**config.mk**
```make
export PLATFORM = sky130hd
export DESIGN_NAME = imem_fetch_ctrl
export DESIGN_NICKNAME = d
export VERILOG_FILES = /design/src/rtl/imem_fetch_ctrl.sv
export SDC_FILE = /design/constraint.sdc
export NUM_CORES = 1
export LEC_CHECK = 0
export ABC_CLOCK_PERIOD_IN_PS = 2200
export BUFFER_PORTS_ARGS = -buffer_cell sky130_fd_sc_hd__buf_2
export CORE_MARGIN = 1.5
export CORE_UTILIZATION = 50
export CTS_CLUSTER_DIAMETER = 200
export CTS_CLUSTER_SIZE = 10
export DETAILED_ROUTE_END_ITERATION = 16
export GPL_ROUTABILITY_DRIVEN = 0
export PLACE_DENSITY = 0.8
export RECOVER_POWER = 25
export SYNTH_ARGS = -nofsm -noshare
export SYNTH_HDL_FRONTEND = slang
export SYNTH_SLANG_ARGS = --single-unit
```
**constraint.sdc**
```tcl
create_clock -name clk -period 2.2 [get_ports clk]
set_input_delay 0.44 -clock clk [delete_from_list [all_inputs] [get_ports clk]]
set_output_delay 0.44 -clock clk [all_outputs]
set_load 0.01 [all_outputs]
```
**src/rtl/imem_fetch_ctrl.sv**
```systemverilog
// Instruction fetch sequencer for a byte-wide synchronous RAM: four byte reads per
// 32-bit word (big-endian), with the program loader sharing the single memory port.
module imem_fetch_ctrl #(
    parameter int AW        = 8,
    parameter int MEM_BYTES = 256
) (
    input  logic          clk,
    input  logic          reset,
    input  logic          flush,
    input  logic          fetch_req,
    input  logic [31:0]   fetch_addr,
    output logic          fetch_ready,
    output logic          fetch_valid,
    output logic [31:0]   fetch_instr,
    output logic          fetch_err,
    input  logic          load_we,
    input  logic [AW-1:0] load_addr,
    input  logic [7:0]    load_data,
    output logic          load_ack,
    output logic [AW-1:0] mem_addr,
    output logic          mem_we,
    output logic [7:0]    mem_wdata,
    input  logic [7:0]    mem_rdata
);

    typedef enum logic [1:0] {
        IDLE  = 2'd0,
        FETCH = 2'd1,
        RESP  = 2'd2
    } state_t;

    localparam logic [31:0] MAX_ADDR = 32'(MEM_BYTES - 4);

    state_t        state_q;
    logic [2:0]    cnt_q;
    logic [AW-1:0] base_q;
    logic [31:0]   asm_q;
    logic [31:0]   instr_q;
    logic          valid_q;
    logic          err_q;

    logic          addr_ok;
    logic          accept;

    assign addr_ok     = (fetch_addr[1:0] == 2'b00) && (fetch_addr <= MAX_ADDR);
    assign fetch_ready = (state_q == IDLE) && !load_we && !flush;
    assign accept      = fetch_req && fetch_ready;

    // The loader only gets the port between fetches, so it never disturbs one in flight.
    assign load_ack  = (state_q == IDLE) && load_we;
    assign mem_we    = load_ack;
    assign mem_wdata = load_ack ? load_data : 8'h00;

    always_comb begin
        mem_addr = '0;
        if (load_ack) begin
            mem_addr = load_addr;
        end else if (state_q == FETCH && cnt_q < 3'd4) begin
            mem_addr = base_q + AW'(cnt_q);
        end
    end

    // A flush in the response cycle hides that cycle's pulse.
    assign fetch_valid = valid_q && !flush;
    assign fetch_err   = err_q;
    assign fetch_instr = instr_q;

    always_ff @(posedge clk) begin
        if (reset) begin
            state_q <= IDLE;
            cnt_q   <= '0;
            base_q  <= '0;
            asm_q   <= '0;
            instr_q <= '0;
            valid_q <= 1'b0;
            err_q   <= 1'b0;
        end else if (flush && state_q != IDLE) begin
            state_q <= IDLE;
            cnt_q   <= '0;
            valid_q <= 1'b0;
            err_q   <= 1'b0;
        end else begin
            case (state_q)
                IDLE: begin
                    valid_q <= 1'b0;
                    err_q   <= 1'b0;
                    if (accept) begin
                        if (addr_ok) begin
                            base_q  <= fetch_addr[AW-1:0];
                            cnt_q   <= '0;
                            state_q <= FETCH;
                        end else begin
                            instr_q <= '0;
                            valid_q <= 1'b1;
                            err_q   <= 1'b1;
                            state_q <= RESP;
                        end
                    end
                end
                FETCH: begin
                    // Read data lags the address by one cycle, so byte k-1 arrives at cnt=k.
                    if (cnt_q != 3'd0) begin
                        asm_q <= {asm_q[23:0], mem_rdata};
                    end
                    if (cnt_q == 3'd4) begin
                        instr_q <= {asm_q[23:0], mem_rdata};
                        valid_q <= 1'b1;
                        err_q   <= 1'b0;
                        cnt_q   <= '0;
                        state_q <= RESP;
                    end else begin
                        cnt_q <= cnt_q + 3'd1;
                    end
                end
                RESP: begin
                    valid_q <= 1'b0;
                    err_q   <= 1'b0;
                    state_q <= IDLE;
                end
                default: begin
                    state_q <= IDLE;
                    cnt_q   <= '0;
                    valid_q <= 1'b0;
                    err_q   <= 1'b0;
                end
            endcase
        end
    end

endmodule

```
==> results.py <==
metrics = {
    "status": {
        "status": "complete, but fails checks",
        "failed_checks": "negative setup slack",
    },
    "synthesis": {
        "syn-num-nets": 436,
        "synth-compound-area-share": 0.0982,
        "synth.top_cell.area_share": 0.434,
        "yosys.area.top_type": "dfxtp_1",
        "synth_seq_cells": 71,
        "ys_warn_count": 0,
        "syn_inst": 369,
        "synth_area_leaders": "dfxtp_1 (43%), mux2i_1 (12%), nand2_1 (9.9%), nand2b_1 (8.4%), a21oi_1 (4.4%)",
        "syn-cell-area_sq_mm": 0.00327,
        "synthAdderAreaFrac": 0.0252,
        "syn_area_per_cell_sq_um": 8.87,
        "yosysSeqAreaShare": 0.434,
        "synth-simple-area-share": 0.271,
        "synth_xor_xnor_area_share": 0.0107,
        "synth_top_family_by_area": "simple AND/OR/NAND/NOR gates",
        "synthMuxAreaShare": 0.116,
        "yosysUniqueCellTypes": 39,
    },
    "route": {
        "postRouteAntennaNets": 0,
        "wl_per_cell_um": 13.7,
        "wl_um": 7790,
        "remaining_drc_errors": 0,
        "drt_iter0_drc": 188,
        "via_per_inst": 5.22,
        "vias": 2967,
        "drt_first_pass_iters": 4,
    },
    "sta": {
        "finalSetupViolCount": 6,
        "drv_slew": 0,
        "hold_viol_final": 0,
        "clock.fmax_mhz": 425,
        "tns_ns": -0.632,
        "skew_ns": 0.00949,
        "worst_pin_slew_ns": 0.382,
        "slew_headroom": 0.743,
        "fin_ws_ns": -0.155,
        "period_share": 1.07,
        "fin_hold_ws_ns": 0.353,
        "min_period_ns": 2.35,
        "rsz0062_at_grt": "yes",
    },
    "clock_tree": {
        "cts_tree": "yes",
        "clock_sinks": 71,
        "postCtsHoldBufs": 0,
        "cts-htree-levels": 3,
        "clock_latency_ns": 0.33,
        "cts_buffers": 9,
        "cts_buffer_depth": 2,
        "path_clk_slew_ns": 0.08,
        "root_buffer": "clkbuf_8",
    },
    "power": {
        "power.leakage_nw": 1.80,
        "total_power_mw": 2.39,
        "max-vdd-ir-drop_mv": 0.423,
        "power_density_mw_per_mm2": 571,
    },
    "hold_path": {
        "hp-class": "input port to flop",
    },
    "global_route": {
        "grt_pass1_vias": 2830,
        "antenna_found_initial": 0,
        "overflow": 0,
        "grt_max_degree": 42,
        "grt_pass1_wl_um": 12900,
        "grt_usage": 0.223,
    },
    "floorplan": {
        "die_h_um": 83.9,
        "num_rows": 29,
        "core_area_sq_mm": 0.00635,
        "start_util": 0.516,
        "design.die.area_sq_mm": 0.00704,
        "io_pins": 114,
        "dieWidth_um": 83.9,
    },
    "finish": {
        "fin_nets": 553,
        "fin_cells": 568,
        "fin_area_sq_mm": 0.00418,
        "final_core_util": 0.659,
        "drive_above_1_share": 0.281,
        "multi_input_area_sq_mm": 0.00179,
        "n_antenna_cell": 0,
        "area_growth_syn_to_layout_pct": 27.7,
        "n_fill_cell": 561,
        "final-seq-area_sq_mm": 0.00143,
    },
    "critical_path": {
        "critPathCaptureType": "primary output",
        "slowest_delay_ns": 0.41,
        "cp_top_family": "adder cells",
        "crit_fanout": 3,
        "cp-start-kind": "flop",
        "cp.required_ns": 1.76,
        "critPathSlowestCell": "fa_2",
        "arrival_ns": 1.91,
        "path_buf_inv": 2,
        "worstSetupPathType": "flop to primary output",
        "crit_chain": "buf_6, fa_2, a21oi_4, nor2b_1, xor2_1, a22o_1, buf_2",
    },
    "place": {
        "dpl.hpwl_um": 5440,
        "dp_cells": 546,
        "post-place-ws_ns": 0.0164,
        "post_dp_cell_area_sq_mm": 0.00390,
        "port_buffers": 113,
    },
    "job": {
        "cap_violations": 0,
    },
}
## layout by cell type, fill, tap and decap left out, drive strengths merged
cell type,count
mux2i,38
clkinvlp,2
o31ai,1
a21o,3
nand4b,1
or4b,2
dfxtp,71
ha,5
a21oi,29
nand2b,45
o211ai,2
a211oi,2
or2,1
buf,102
xnor2,1
nand2,86
o41ai,2
nor2b,3
nor4,7
inv,5
fa,1
or3,1
nor2,4
nand3,5
a22oi,1
nand4,3
o21a,1
nor3b,3
o221ai,1
nor3,3
o21ai,1
and2,9
clkbuf,38
clkinv,3
a22o,6
xor2,3
## worst register-to-register path: stages (launching register included)
cell,delay (ns)
dfxtp_2,0.35
buf_4,0.11
inv_1,0.05
ha_1,0.25
nand4b_1,0.18
nand4_1,0.16
o221ai_4,0.20
buf_12,0.27
mux2i_1,0.26
## repair_timing
| action | 4_1_cts | 5_1_grt |
|---|---|---|
| setup endpoints to repair | 6 | 11 |
| pin swaps | 13 | 8 |
| gates resized for setup | 17 | 5 |
| setup buffers | 6 | 0 |
## cells by family (layout without fill, tap and decap cells)
| logic type | count (synthesis) | in the layout |
|---|---|---|
| AOI/OAI and AO/OA | 49 | 49 |
| xor gates and xnor gates | 4 | 4 |
| adders and majority gates | 6 | 6 |
| buffers and inverters | 28 | 150 |
| DFF | 71 | 71 |
| muxes | 38 | 38 |
| and+or+nand+nor | 173 | 173 |
## Yosys cell counts
library cell	count
nand2_1	86
dfxtp_1	71
nand2b_1	44
mux2i_1	38
a21oi_1	29
clkbuf_1	12
and2_1	9
a22o_1	6
nor4_1	6
buf_2	5
ha_1	5
inv_1	5
nand3_1	5
nor2_1	4
a21o_1	3
buf_4	3
buf_6	3
nand4_1	3
nor2b_1	3
nor3b_1	3
xor2_1	3
a211oi_1	2
nor3_2	2
o211ai_1	2
o41ai_1	2
or4b_1	2
a22oi_1	1
fa_1	1
nand2b_2	1
nand4b_1	1
nor3_1	1
nor4_4	1
o21a_1	1
o21ai_1	1
o221ai_4	1
o31ai_1	1
or2_2	1
or3_1	1
xnor2_1	1
## final cells by class
type | instances | share of cell area
well taps | 77 | 0.0230
flip-flops and latches | 71 | 0.343
inverters | 5 | 0.00449
clock inverters | 5 | 0.00808
multi-input cells | 270 | 0.427
repair buffers | 129 | 0.161
clock buffers | 11 | 0.0338
## worst paths after layout
kind | cells past startpoint | to | slack (ns) | startpoint
min reg2reg | 2 | fetch_instr[29]$_SDFFE_PP0P_ | 0.45 | asm_q[21]$_SDFFE_PP0P_
max | 7 | mem_addr[4] | -0.15 | cnt_q[1]$_SDFFE_PP0P_
max reg2reg | 8 | fetch_instr[17]$_SDFFE_PP0P_ | 0.31 | cnt_q[0]$_SDFFE_PP0P_
min | 3 | asm_q[4]$_SDFFE_PP0P_ | 0.35 | mem_rdata[4]
## power breakdown
| part | internal, mW | switching (mW) | total (mW) |
|---|---|---|---|
| logic | 0.0957 | 0.0871 | 0.183 |
| clock network | 0.439 | 0.483 | 0.921 |
| registers | 1.28 | 0.00161 | 1.28 |
| total | 1.82 | 0.571 | 2.39 |
## registers in the layout (all words and copies together) (netlist names)
| signal | cells |
|---|---|
| fetch_instr | 32 |
| asm_q | 24 |
| valid_q | 1 |
| fetch_err | 1 |
| state_q | 2 |
| base_q | 8 |
| cnt_q | 3 |
## layer usage
metal,share of wire,track usage
met1,0.43,0.285
met2,0.49,0.365
met3,0.068,0.0534
met4,0.012,0.0849
met5,0,0
(Power assumes the default switching activity.)
